<file path="src/rtl/blink_rate_scheduler.sv">
// blink_rate_scheduler
//   Arbitrates among five blink-rate requests, runs the half-period counter
//   for the granted rate and toggles a single blink state. Supports pause or
//   resume, and restarts the count cleanly whenever the grant changes.
//
//   Ports:
//     CLOCK_50  in   system clock (rising edge)
//     reset     in   asynchronous, active-high reset
//     req[4:0]  in   level rate requests; bit i requests rate i
//     pause     in   level; freezes blinking while high
//     blink     out  registered blink state
//     tick      out  registered one-cycle pulse on every blink toggle
//     active    out  granted rate index 0..4, 7 = none
//     busy      out  high in RUN or PAUSED
//
//   Optional feature macro: BLINK_ROTATE_EN
//     When defined, the grant rotates among the set request bits every
//     ROTATE_TOGGLES toggles. When undefined, the lowest set bit always wins
//     and no rotation logic is built.
module blink_rate_scheduler #(
  parameter int unsigned HALF_UNIT      = 25000000,
  parameter int unsigned ROTATE_TOGGLES = 4
) (
  input  logic       CLOCK_50,
  input  logic       reset,
  input  logic [4:0] req,
  input  logic       pause,
  output logic       blink,
  output logic       tick,
  output logic [2:0] active,
  output logic       busy
);

  typedef enum logic [1:0] {S_IDLE, S_RUN, S_PAUSED} state_t;
  localparam logic [2:0] NONE = 3'd7;

  if (ROTATE_TOGGLES < 1 || ROTATE_TOGGLES > 15) begin : g_bad_rot
    $error("ROTATE_TOGGLES must be 1..15");
  end

  state_t      state_q, state_d;
  logic [27:0] cnt_q, cnt_d;
  logic        blink_q, blink_d;
  logic        tick_q, tick_d;
  logic [2:0]  active_q, active_d;
  logic        busy_q, busy_d;
  logic [2:0]  grant;
  logic [27:0] lim_m1;

  // Half-period in cycles for a rate index: HALF_UNIT * {1,2,4,6,8}.
  function automatic logic [27:0] half_len(input logic [2:0] idx);
    logic [27:0] m;
    case (idx)
      3'd0:    m = 28'd1;
      3'd1:    m = 28'd2;
      3'd2:    m = 28'd4;
      3'd3:    m = 28'd6;
      3'd4:    m = 28'd8;
      default: m = 28'd1;
    endcase
    return 28'(HALF_UNIT) * m;
  endfunction

  // Terminal count is taken from the registered grant, not the live one.
  assign lim_m1 = half_len(active_q) - 28'd1;

`ifdef BLINK_ROTATE_EN
  logic [3:0] rot_q, rot_d;
  logic       held;

  // First set bit strictly above a, wrapping 4 -> 0; a itself is the last
  // candidate. With a = NONE the search starts at 0 (lowest set bit).
  function automatic logic [2:0] next_up(input logic [4:0] r, input logic [2:0] a);
    logic [2:0] g;
    int         base;
    g    = NONE;
    base = (a > 3'd4) ? 4 : int'(a);
    // Walk candidates farthest-first so the nearest one overwrites last.
    for (int k = 5; k >= 1; k--) begin
      if (r[(base + k) % 5]) g = 3'((base + k) % 5);
    end
    return g;
  endfunction

  assign held = (active_q <= 3'd4) && req[active_q];

  always_comb begin
    if (!held)
      grant = next_up(req, active_q);
    else if (rot_q >= 4'(ROTATE_TOGGLES))
      grant = next_up(req, active_q);  // returns active_q when it is alone
    else
      grant = active_q;
  end
`else
  always_comb begin
    casez (req)
      5'b????1: grant = 3'd0;
      5'b???10: grant = 3'd1;
      5'b??100: grant = 3'd2;
      5'b?1000: grant = 3'd3;
      5'b10000: grant = 3'd4;
      default:  grant = NONE;
    endcase
  end
`endif

  always_comb begin
    state_d  = state_q;
    cnt_d    = cnt_q;
    blink_d  = blink_q;
    tick_d   = 1'b0;
    active_d = active_q;
    busy_d   = busy_q;
`ifdef BLINK_ROTATE_EN
    rot_d    = rot_q;
`endif
    case (state_q)
      S_IDLE: begin
        cnt_d    = '0;
        blink_d  = 1'b0;
        active_d = NONE;
        busy_d   = 1'b0;
        if (req != 5'd0) begin
          state_d  = S_RUN;
          active_d = grant;
          busy_d   = 1'b1;
        end
      end
      default: begin  // S_RUN, S_PAUSED
        if (req == 5'd0) begin
          state_d  = S_IDLE;
          cnt_d    = '0;
          blink_d  = 1'b0;
          active_d = NONE;
          busy_d   = 1'b0;
`ifdef BLINK_ROTATE_EN
          rot_d    = '0;
`endif
        end else if (pause) begin
          // Frozen: counter stays where it is, even at L-1.
          state_d = S_PAUSED;
        end else begin
          // The resume edge itself counts, so no cycle is lost or gained.
          state_d = S_RUN;
          if (grant != active_q) begin
            active_d = grant;
            cnt_d    = '0;
`ifdef BLINK_ROTATE_EN
            rot_d    = '0;
`endif
          end else if (cnt_q == lim_m1) begin
            cnt_d   = '0;
            blink_d = ~blink_q;
            tick_d  = 1'b1;
`ifdef BLINK_ROTATE_EN
            if (rot_q < 4'(ROTATE_TOGGLES)) rot_d = rot_q + 4'd1;
`endif
          end else begin
            cnt_d = cnt_q + 28'd1;
          end
        end
      end
    endcase
  end

  always_ff @(posedge CLOCK_50 or posedge reset) begin
    if (reset) begin
      state_q  <= S_IDLE;
      cnt_q    <= '0;
      blink_q  <= 1'b0;
      tick_q   <= 1'b0;
      active_q <= NONE;
      busy_q   <= 1'b0;
`ifdef BLINK_ROTATE_EN
      rot_q    <= '0;
`endif
    end else begin
      state_q  <= state_d;
      cnt_q    <= cnt_d;
      blink_q  <= blink_d;
      tick_q   <= tick_d;
      active_q <= active_d;
      busy_q   <= busy_d;
`ifdef BLINK_ROTATE_EN
      rot_q    <= rot_d;
`endif
    end
  end

  assign blink  = blink_q;
  assign tick   = tick_q;
  assign active = active_q;
  assign busy   = busy_q;

endmodule

</file>
<file path="config.mk">
export PLATFORM = sky130hd
export DESIGN_NAME = blink_rate_scheduler
export DESIGN_NICKNAME = d
export VERILOG_FILES = /design/src/rtl/blink_rate_scheduler.sv
export SDC_FILE = /design/constraint.sdc
export NUM_CORES = 1
export LEC_CHECK = 0
export BUFFER_PORTS_ARGS = -buffer_cell sky130_fd_sc_hd__buf_4
export CORE_UTILIZATION = 40
export CTS_CLUSTER_SIZE = 30
export DETAILED_ROUTE_END_ITERATION = 8
export PLACE_DENSITY = 0.61
export SYNTH_ARGS = -nofsm -noshare
export SYNTH_HDL_FRONTEND = slang
export SYNTH_SLANG_ARGS = --single-unit
</file>
<file path="constraint.sdc">
create_clock -name CLOCK_50 -period 12.6 [get_ports CLOCK_50]
set_clock_uncertainty 0.1 [all_clocks]
set_input_delay 3.15 -clock CLOCK_50 [delete_from_list [all_inputs] [get_ports CLOCK_50]]
set_output_delay 3.15 -clock CLOCK_50 [all_outputs]
set_load 0.01 [all_outputs]
</file>
==> results of run 1 <==
## worst paths after layout
path,start,end,slack (ns),depth (start not counted)
hold / removal,cnt_q[4],cnt_q[4],0.40,1
max in group asynchronous,reset,active[1],9.18,3
setup / recovery,active[2],blink,6.62,11
setup reg to reg,active[2],blink,6.62,11
min in group asynchronous,reset,cnt_q[0],2.88,3
hold reg to reg,cnt_q[4],cnt_q[4],0.40,1
## metrics by stage
stage          cell area [µm²]  hold slack (ns)  setup WS (ns)  total power [mW]  utilization
6_report                  3600            0.402           6.62             0.533        0.456
5_1_grt                   3600            0.449           6.34             0.577        0.456
4_1_cts                   3600            0.397           6.63             0.536        0.456
3_5_place_dp              3500            0.387           6.44             0.449        0.444
3_3_place_gp              3500            0.379           6.51             0.447        0.444
2_1_floorplan             3330            0.344           7.02             0.375            -
## final cells by class
type | count | area, µm² | area share
clock inverter | 2 | 10.0 | 0.00278
clock buffer | 6 | 82.6 | 0.0230
timing repair buffer | 16 | 120 | 0.0334
multi-input combinational | 320 | 2250 | 0.626
sequential | 36 | 905 | 0.252
tap | 102 | 128 | 0.0355
inverter | 27 | 101 | 0.0282
## synthesized netlist by cell type (all sizes together), types with 4 or more instances
cell and instances:
a211oi 9, nor2 46, buf 6, xor2 17
and4 5, ha 23, nand3 11, nand2 48
and2 4, nor3 10, nand4 9, xnor2 30
o21ai 15, inv 27, clkbuf 7, fa 8
nand2b 4, a21oi 15, or3 4, a2111oi 7
dfrtp 33, and3 12
## where the power goes
part | leakage, nW | total [mW] | internal [mW] | switching [mW]
clock | 0.0510 | 0.0835 | 0.0436 | 0.0399
combinational | 1.09 | 0.325 | 0.125 | 0.200
sequential | 0.482 | 0.125 | 0.120 | 0.00509
## sequential cells by signal, summed over array words and instances, names as in the netlist
name	flops
cnt_q	28
active	3
state_q	2
blink	1
busy	1
tick	1
## metal layers
metal / routed length, µm / GRT usage
met5: 0 / 0
met4: 85 / 0.0615
met2: 3900 / 0.341
met3: 245 / 0.0228
met1: 3920 / 0.272
## cell usage in the layout (no fill, tap or decap), types with 3 or more instances in the layout
| cell type | n |
|---|---|
| nand2_1 | 48 |
| nor2_1 | 46 |
| dfrtp_1 | 33 |
| xnor2_1 | 30 |
| inv_1 | 26 |
| ha_1 | 23 |
| xor2_1 | 17 |
| buf_4 | 16 |
| a21oi_1 | 15 |
| o21ai_0 | 14 |
| and3_1 | 12 |
| nand3_1 | 11 |
| nor3_1 | 10 |
| a211oi_1 | 9 |
| nand4_1 | 9 |
| fa_1 | 8 |
| clkbuf_8 | 6 |
| and4_1 | 5 |
| nand2b_1 | 4 |
| and2_1 | 4 |
| a2111oi_0 | 4 |
| o21bai_1 | 3 |
| nor2b_1 | 3 |
| or3_1 | 3 |
| or2_2 | 3 |
| or4_1 | 3 |
| dfstp_2 | 3 |
## cells by family (layout without fill, tap and decap cells)
family                   after synthesis  after routing
AND/OR/NAND/NOR                      168            168
buffers and inverters                 40             51
multiplexers                           3              3
AO/OA/AOI/OAI                         71             71
adder cells (fa/ha/maj)               31             31
XOR/XNOR                              47             47
flip-flops                            36             36
==> impl_metrics.env, run 1 <==
export IMPL_status="finished clean"
export IMPL_ys_seq_elements=36
export IMPL_cts_made_buffers=5
export IMPL_grt_usage=0.203
export IMPL_vias=2850
export IMPL_cp_common_cell="fa_1"
export IMPL_cts_tree="built"
export IMPL_worst_pin_slew_ns=0.869
export IMPL_path_cells="or3b_1 > fa_1 > fa_1 > fa_1 > nand2b_1 > a2111oi_1 > nor3_1 > o221a_1 > or3_4 > a2111oi_0 > mux2i_1"
export IMPL_cts_resized=0
export IMPL_drv_cap=0
export IMPL_fin_tns_setup_ns=0
export IMPL_grt_pass1_vias=2840
export IMPL_wl_per_cell_um=16.0
export IMPL_synth_edf_count=0
export IMPL_totalWireLength_mm=8.14
export IMPL_peakVddDrop_uv=73.2
export IMPL_synthMuxAreaShare=0.00939
export IMPL_critPathBufInv=0
export IMPL_yosys_area_top_type_share=0.248
export IMPL_die_w_um=93.2
export IMPL_syn_nets=435
export IMPL_yosysSeqAreaShare=0.272
export IMPL_worstSkewPairLatency_ns=0.28
export IMPL_cp_required_ns=12.71
export IMPL_worstPathMaxFanout=12
export IMPL_synth_cells=396
export IMPL_dp_cells=501
export IMPL_setup_viol=0
export IMPL_cts_sinks=36
export IMPL_root_buffer="clkbuf_8"
export IMPL_synthFlopType="dfrtp_1"
export IMPL_cts_buffer_depth=2
export IMPL_core_area_um2=7890
export IMPL_min_path_type="flop to flop"
export IMPL_die_area_um2=8690
export IMPL_avgSynthCellArea_um2=8.41
export IMPL_antenna_found_initial=0
export IMPL_end_kind="flop"
export IMPL_gp_congestion=0.907
export IMPL_postCtsHoldBufs=0
export IMPL_min_period_ns=5.98
export IMPL_dp_hpwl_mm=6.32
export IMPL_grt_pass1_wl_mm=13.7
export IMPL_drc=0
export IMPL_netlist_area_um2=3330
export IMPL_crit_family="compound AO/OA/AOI/OAI gates"
export IMPL_slew_headroom=0.419
export IMPL_layout_cells_non_filler=509
export IMPL_critPathArrivalTime_ns=6.09
export IMPL_synthArstFlopShare=1.00
export IMPL_fin_nets=445
export IMPL_n_fill_cell=768
export IMPL_max_freq_mhz=167
export IMPL_drv_slew=0
export IMPL_drtIter0Drc=130
export IMPL_ioPinCount=14
export IMPL_cts_clk_slew_worst_paths_ns=0.07
export IMPL_portBuffers=13
export IMPL_drive_above_1_share=0.0909
export IMPL_drtPass1Iterations=4
export IMPL_hold_violations=0
export IMPL_synth_simple_area_share=0.246
export IMPL_yosysWarnings=0
export IMPL_synth_largest_area_cell="dfrtp_1"
export IMPL_syn2layout_area_growth_pct=8.00
export IMPL_synth_top_family_by_area="simple AND/OR/NAND/NOR gates"
export IMPL_worst_path_max_delay_cell="a2111oi_1"
export IMPL_worst_setup_path_start_kind="flop"
export IMPL_diodes=0
export IMPL_antenna_left=0
export IMPL_path_class="flop to flop"
export IMPL_powerDensity_nw_per_um2=148
export IMPL_synth_compound_area_frac=0.162
export IMPL_globalRouteOverflowTotal=0
export IMPL_synthAdderAreaFrac=0.135
export IMPL_cts_max_level=2
export IMPL_die_height_um=93.2
export IMPL_rsz0062_at_grt="no"
export IMPL_rows=32
export IMPL_leakagePower_nw=1.62
export IMPL_fin_crit_sh=0.474
export IMPL_grt_max_degree=37
export IMPL_vias_per_cell=5.60
export IMPL_start_util=0.422
export IMPL_slowest_delay_ns=0.83
export IMPL_cts_setup_buffers=0
export IMPL_synth_xor_area_share=0.124
export IMPL_synth_distinct_cells=58
export IMPL_synthTopCellsByArea="dfrtp_1 25%, ha_1 8.6%, xnor2_1 7.9%"
Power figures use the tool's default switching activity.
==> inputs of run 2 (changes only) <==
--- a/config.mk
+++ b/config.mk
@@ -9,7 +9,7 @@
 export CORE_UTILIZATION = 40
 export CTS_CLUSTER_SIZE = 30
 export DETAILED_ROUTE_END_ITERATION = 8
-export PLACE_DENSITY = 0.61
+export PLACE_DENSITY = 0.63
 export SYNTH_ARGS = -nofsm -noshare
 export SYNTH_HDL_FRONTEND = slang
 export SYNTH_SLANG_ARGS = --single-unit
==> constraint.sdc (replaced) <==
create_clock -name CLOCK_50 -period 4.97 [get_ports CLOCK_50]
set_clock_uncertainty 0.1 [all_clocks]
set_input_delay 1.2425 -clock CLOCK_50 [delete_from_list [all_inputs] [get_ports CLOCK_50]]
set_output_delay 1.2425 -clock CLOCK_50 [all_outputs]
set_load 0.01 [all_outputs]
==> run 2 against run 1 <==
Largest cell class unchanged; total power increased to 2.8 times the previous value; sequential power increased by 150%; clock power increased to 2.6 times the previous value; core utilization increased by 3.4 points; hold slack improved by 0.0051 ns; cell count increased by 2.9%; via count increased by 3.4%.
==> impl_metrics.env, run 2 (synthesis results as in run 1) <==
export IMPL_status="finished clean"
export IMPL_critPathBufInv=2
export IMPL_root_buffer="clkbuf_8"
export IMPL_r2r_slack_ns=0.10
export IMPL_dp_cells=513
export IMPL_diodes=0
export IMPL_syn2layout_area_growth_pct=16.1
export IMPL_wl_per_cell_um=16.2
export IMPL_antenna_left=0
export IMPL_peakVddDrop_uv=175
export IMPL_grt_max_degree=37
export IMPL_crit_family="adder cells"
export IMPL_die_height_um=93.2
export IMPL_drtIter0Drc=102
export IMPL_largest_reg_flops=28
export IMPL_antenna_found_initial=0
export IMPL_setup_viol=0
export IMPL_cts_max_level=2
export IMPL_path_cells="or3b_4 > fa_2 > fa_2 > fa_2 > nand2b_4 > a211o_1 > a21o_1 > and3_1 > o221a_1 > or3_4 > a2111oi_4 > buf_4 > buf_12 > a2111oi_0"
export IMPL_rows=32
export IMPL_globalRouteOverflowTotal=0
export IMPL_layout_cells_non_filler=524
export IMPL_min_period_ns=4.87
export IMPL_cts_sinks=36
export IMPL_drive_above_1_share=0.171
export IMPL_cp_common_cell="fa_2"
export IMPL_drv_cap=0
export IMPL_cp_required_ns=5.02
export IMPL_drc=0
export IMPL_final_common_cell="nand2_1"
export IMPL_grt_pass1_vias=2846
export IMPL_worst_setup_path_start_kind="flop"
export IMPL_cts_tree="built"
export IMPL_fin_area_um2=3870
export IMPL_fin_nets=460
export IMPL_drv_slew=0
export IMPL_worst_path_max_delay_cell="fa_2"
export IMPL_start_util=0.422
export IMPL_max_flop_register="cnt_q"
export IMPL_ioPinCount=14
export IMPL_leakagePower_nw=1.74
export IMPL_min_path_type="flop to flop"
export IMPL_grt_usage=0.204
export IMPL_vias_per_cell=5.62
export IMPL_vias=2946
export IMPL_critPathArrivalTime_ns=4.91
export IMPL_cts_made_buffers=5
export IMPL_powerDensity_nw_per_um2=383
export IMPL_end_kind="flop"
export IMPL_grt_pass1_wl_mm=13.8
export IMPL_drtPass1Iterations=4
export IMPL_layout_common_cells="48 x nand2_1, 46 x nor2_1, 33 x dfrtp_1, 29 x buf_4, 28 x xnor2_1"
export IMPL_worst_pin_slew_ns=0.821
export IMPL_cts_buffer_depth=2
export IMPL_worstSkewPairLatency_ns=0.29
export IMPL_fin_crit_sh=0.979
export IMPL_slew_headroom=0.451
export IMPL_die_area_um2=8690
export IMPL_postCtsHoldBufs=0
export IMPL_placed_area_um2=3640
export IMPL_core_area_um2=7890
export IMPL_die_w_um=93.2
export IMPL_hold_violations=0
export IMPL_slowest_delay_ns=0.57
export IMPL_totalWireLength_mm=8.50
export IMPL_portBuffers=13
export IMPL_max_freq_mhz=205
export IMPL_cts_clk_slew_worst_paths_ns=0.07
export IMPL_worstPathMaxFanout=12
export IMPL_path_class="flop to flop"
export IMPL_dp_hpwl_mm=6.48
export IMPL_gp_congestion=0.892
==> run 2: worst paths after layout <==
path,from,to,depth (start not counted)
hold reg to reg,cnt_q[4],cnt_q[4],1
hold / removal,cnt_q[4],cnt_q[4],1
max in group asynchronous,reset,active[2],3
min in group asynchronous,reset,cnt_q[0],3
setup reg to reg,active[2],cnt_q[5],14
setup / recovery,active[2],cnt_q[5],14
==> run 2: final cells by class <==
cell class                      count  area, µm²
Clock inverter                      2       10.0
Timing Repair Buffer               31        263
Clock buffer                        6       82.6
Sequential cell                    36        905
Inverter                           27        101
Tap cell                          102        128
Fill cell                         737       4020
Multi-Input combinational cell    320       2380
==> run 2: power breakdown <==
part	switching (mW)	leakage, nW	internal [mW]	total (mW)
registers	0.00787	0.482	0.304	0.312
clock network	0.108	0.0510	0.111	0.218
logic	0.574	1.20	0.375	0.949
==> run 2: repair_timing <==
item	CTS	global route
setup buffers	0	2
pin swaps	0	9
cloned	0	1
endpoints found under the setup margin	3	28
gates resized for setup	1	19
==> run 2: per-stage QoR <==
| stage | util | power, mW | hold WS (ns) | setup slack [ns] | setup TNS [ns] |
|---|---|---|---|---|---|
| 6_report | 0.490 | 1.48 | 0.407 | 0.103 | 0 |
| 5_1_grt | 0.490 | 1.59 | 0.430 | -0.0197 | -0.0197 |
| 4_1_cts | 0.474 | 1.41 | 0.402 | 0.0181 | 0 |
| 3_5_place_dp | 0.461 | 1.18 | 0.392 | -0.0545 | -0.125 |
| 3_3_place_gp | 0.461 | 1.18 | 0.371 | -0.0936 | -0.250 |
| 2_1_floorplan | - | 0.975 | 0.344 | 0.000465 | 0 |
==> run 2: layer usage <==
| metal | up-vias | share of wire | global-route usage |
|---|---|---|---|
| met5 | - | 0 | 0 |
| met4 | 0 | 0.024 | 0.0718 |
| met3 | 20 | 0.033 | 0.0285 |
| met2 | 53 | 0.48 | 0.341 |
| met1 | 1434 | 0.46 | 0.270 |
| li1 | 1439 | - | - |
==> inputs of run 3 (changes only) <==
--- a/config.mk
+++ b/config.mk
@@ -5,11 +5,13 @@
 export SDC_FILE = /design/constraint.sdc
 export NUM_CORES = 1
 export LEC_CHECK = 0
-export BUFFER_PORTS_ARGS = -buffer_cell sky130_fd_sc_hd__buf_4
+export BUFFER_PORTS_ARGS = -buffer_cell sky130_fd_sc_hd__buf_2
+export CORE_MARGIN = 8
 export CORE_UTILIZATION = 40
 export CTS_CLUSTER_SIZE = 30
 export DETAILED_ROUTE_END_ITERATION = 8
 export PLACE_DENSITY = 0.63
+export REMOVE_ABC_BUFFERS = 1
 export SYNTH_ARGS = -nofsm -noshare
 export SYNTH_HDL_FRONTEND = slang
 export SYNTH_SLANG_ARGS = --single-unit
==> run 3 against run 2 <==
Setup slack improved by 0.016 ns; flip-flop and latch count did not move; die area rose by 32%; maximum frequency rose by 0.32%; critical endpoint is now cnt_q[16]; largest power group unchanged.
==> impl_metrics.env, run 3 (synthesis results as in run 1) <==
export IMPL_grt_pass1_wl_mm=14.5
export IMPL_rows=33
export IMPL_grt_usage=0.154
export IMPL_setup_viol=0
export IMPL_powerDensity_nw_per_um2=391
export IMPL_path_cells="or3b_4 > fa_1 > fa_2 > fa_2 > nand2b_4 > a211o_1 > a21o_1 > and3_1 > o221a_1 > or3_4 > a2111oi_4 > bufbuf_16 > nor2_1"
export IMPL_worst_path_max_delay_cell="fa_1"
export IMPL_core_area_um2=8130
export IMPL_root_buffer="clkbuf_8"
export IMPL_die_area_um2=11500
export IMPL_peakVddDrop_uv=170
export IMPL_grt_max_degree=37
export IMPL_min_period_ns=4.85
export IMPL_slew_headroom=0.435
export IMPL_die_height_um=107
export IMPL_dp_cells=519
export IMPL_postCtsHoldBufs=0
export IMPL_sw_frac_of_total=0.461
export IMPL_intPower_uw=807
export IMPL_cts_clk_slew_worst_paths_ns=0.07
export IMPL_switchingPower_uw=691
export IMPL_vias_per_cell=5.58
export IMPL_ioPinCount=14
export IMPL_path_class="flop to flop"
export IMPL_cp_common_cell="fa_2"
export IMPL_comb_power_share=0.645
export IMPL_worstSkewPairLatency_ns=0.29
export IMPL_drtPass1Iterations=4
export IMPL_worst_setup_path_start_kind="flop"
export IMPL_crit_family="adder cells"
export IMPL_cts_buffer_depth=2
export IMPL_antenna_left=0
export IMPL_start_util=0.409
export IMPL_clkPwrFrac=0.146
export IMPL_slowest_delay_ns=0.57
export IMPL_fin_nets=463
export IMPL_wl_per_cell_um=16.3
export IMPL_cts_tree="built"
export IMPL_min_path_type="flop to flop"
export IMPL_layout_common_cells="48 x nand2_1, 45 x nor2_1, 33 x dfrtp_1, 28 x xnor2_1, 26 x inv_1"
export IMPL_worst_pin_slew_ns=0.845
export IMPL_max_flop_register="cnt_q"
export IMPL_leakagePower_nw=1.74
export IMPL_worst_slack_ns=0.118
export IMPL_final_common_cell="nand2_1"
export IMPL_fin_util=0.470
export IMPL_critPathBufInv=1
export IMPL_dp_hpwl_mm=6.45
export IMPL_drv_slew=0
export IMPL_largest_reg_flops=28
export IMPL_cts_sinks=36
export IMPL_totalWireLength_mm=8.63
export IMPL_power_mw=1.50
export IMPL_diodes=0
export IMPL_die_w_um=107
export IMPL_layout_cells_non_filler=530
export IMPL_antenna_found_initial=0
export IMPL_cp_required_ns=5.05
export IMPL_fin_crit_sh=0.976
export IMPL_status="finished clean"
export IMPL_cts_made_buffers=5
export IMPL_end_kind="flop"
export IMPL_drtIter0Drc=162
export IMPL_rsz0062_at_grt="yes"
export IMPL_drv_cap=0
export IMPL_globalRouteOverflowTotal=0
export IMPL_gp_congestion=0.957
export IMPL_drive_above_1_share=0.176
export IMPL_grt_pass1_vias=2892
export IMPL_fin_tns_setup_ns=0
export IMPL_critPathArrivalTime_ns=4.93
export IMPL_max_freq_mhz=206
export IMPL_hold_violations=0
export IMPL_cts_max_level=2
export IMPL_portBuffers=13
export IMPL_post_place_ws_ns=-0.0533
export IMPL_worstPathMaxFanout=12
export IMPL_drc=0
export IMPL_syn2layout_area_growth_pct=14.9
export IMPL_p_seq_frac=0.209
export IMPL_vias=2957
## run 3: cell count changes in the layout (fill, tap and decap cells not counted), sizes merged
| cell | change |
|---|---|
| clkbuf | +1 |
| bufbuf | +1 |
| buf | +3 |
| clkinv | -2 |
## run 3: final timing paths
check	from	endpoint	slack (ns)	cells past startpoint
setup reg to reg	active[2]	cnt_q[16]	0.12	13
hold / removal	cnt_q[4]	cnt_q[4]	0.38	1
max in group asynchronous	reset	active[1]	3.47	3
hold reg to reg	cnt_q[4]	cnt_q[4]	0.38	1
setup / recovery	active[2]	cnt_q[16]	0.12	13
min in group asynchronous	reset	cnt_q[17]	0.94	3
## run 3: worst register-to-register path: stages (launching register included)
cell	delay (ns)
dfstp_2	0.53
or3b_4	0.38
fa_1	0.57
fa_2	0.49
fa_2	0.42
nand2b_4	0.16
a211o_1	0.30
a21o_1	0.20
and3_1	0.19
o221a_1	0.23
or3_4	0.37
a2111oi_4	0.38
bufbuf_16	0.35
nor2_1	0.05
## run 3: power groups by stage
stage	registers (mW)	logic, mW	clock network (mW)
after CTS	0.313	0.894	0.225
after floorplan	0.321	0.625	0
after global placement	0.318	0.861	0
after global routing	0.315	1.05	0.236
after detailed placement	0.318	0.863	0
final	0.314	0.966	0.218
## run 3: layout make-up
| cell class | count | area [µm²] |
|---|---|---|
| sequential | 36 | 905 |
| timing repair buffer | 34 | 251 |
| clock buffer | 8 | 90.1 |
| fill | 778 | 4310 |
| inverter | 27 | 101 |
| multi-input combinational | 320 | 2350 |
| tap | 105 | 131 |
## run 3: routing by layer
layer,share of wire,up-vias,track usage
met5,0,-,0
met4,0.014,0,0.0482
met3,0.044,11,0.0234
met2,0.48,71,0.246
met1,0.47,1437,0.208
li1,-,1438,-
## run 3: repair_timing
item | CTS | global route
hold endpoints to repair | 0 | 0
endpoints found under the setup margin | 7 | 28
pin swaps | 3 | 12
gates resized for setup | 7 | 19
gates cloned | 1 | 0
buffers inserted | 1 | 2
## run 3: stage by stage
step	hold WS (ns)	instance area [µm²]
after detailed placement	0.377	3600
final	0.384	3830
after global routing	0.425	3830
after global placement	0.374	3600
after CTS	0.388	3750
after floorplan	0.344	3260
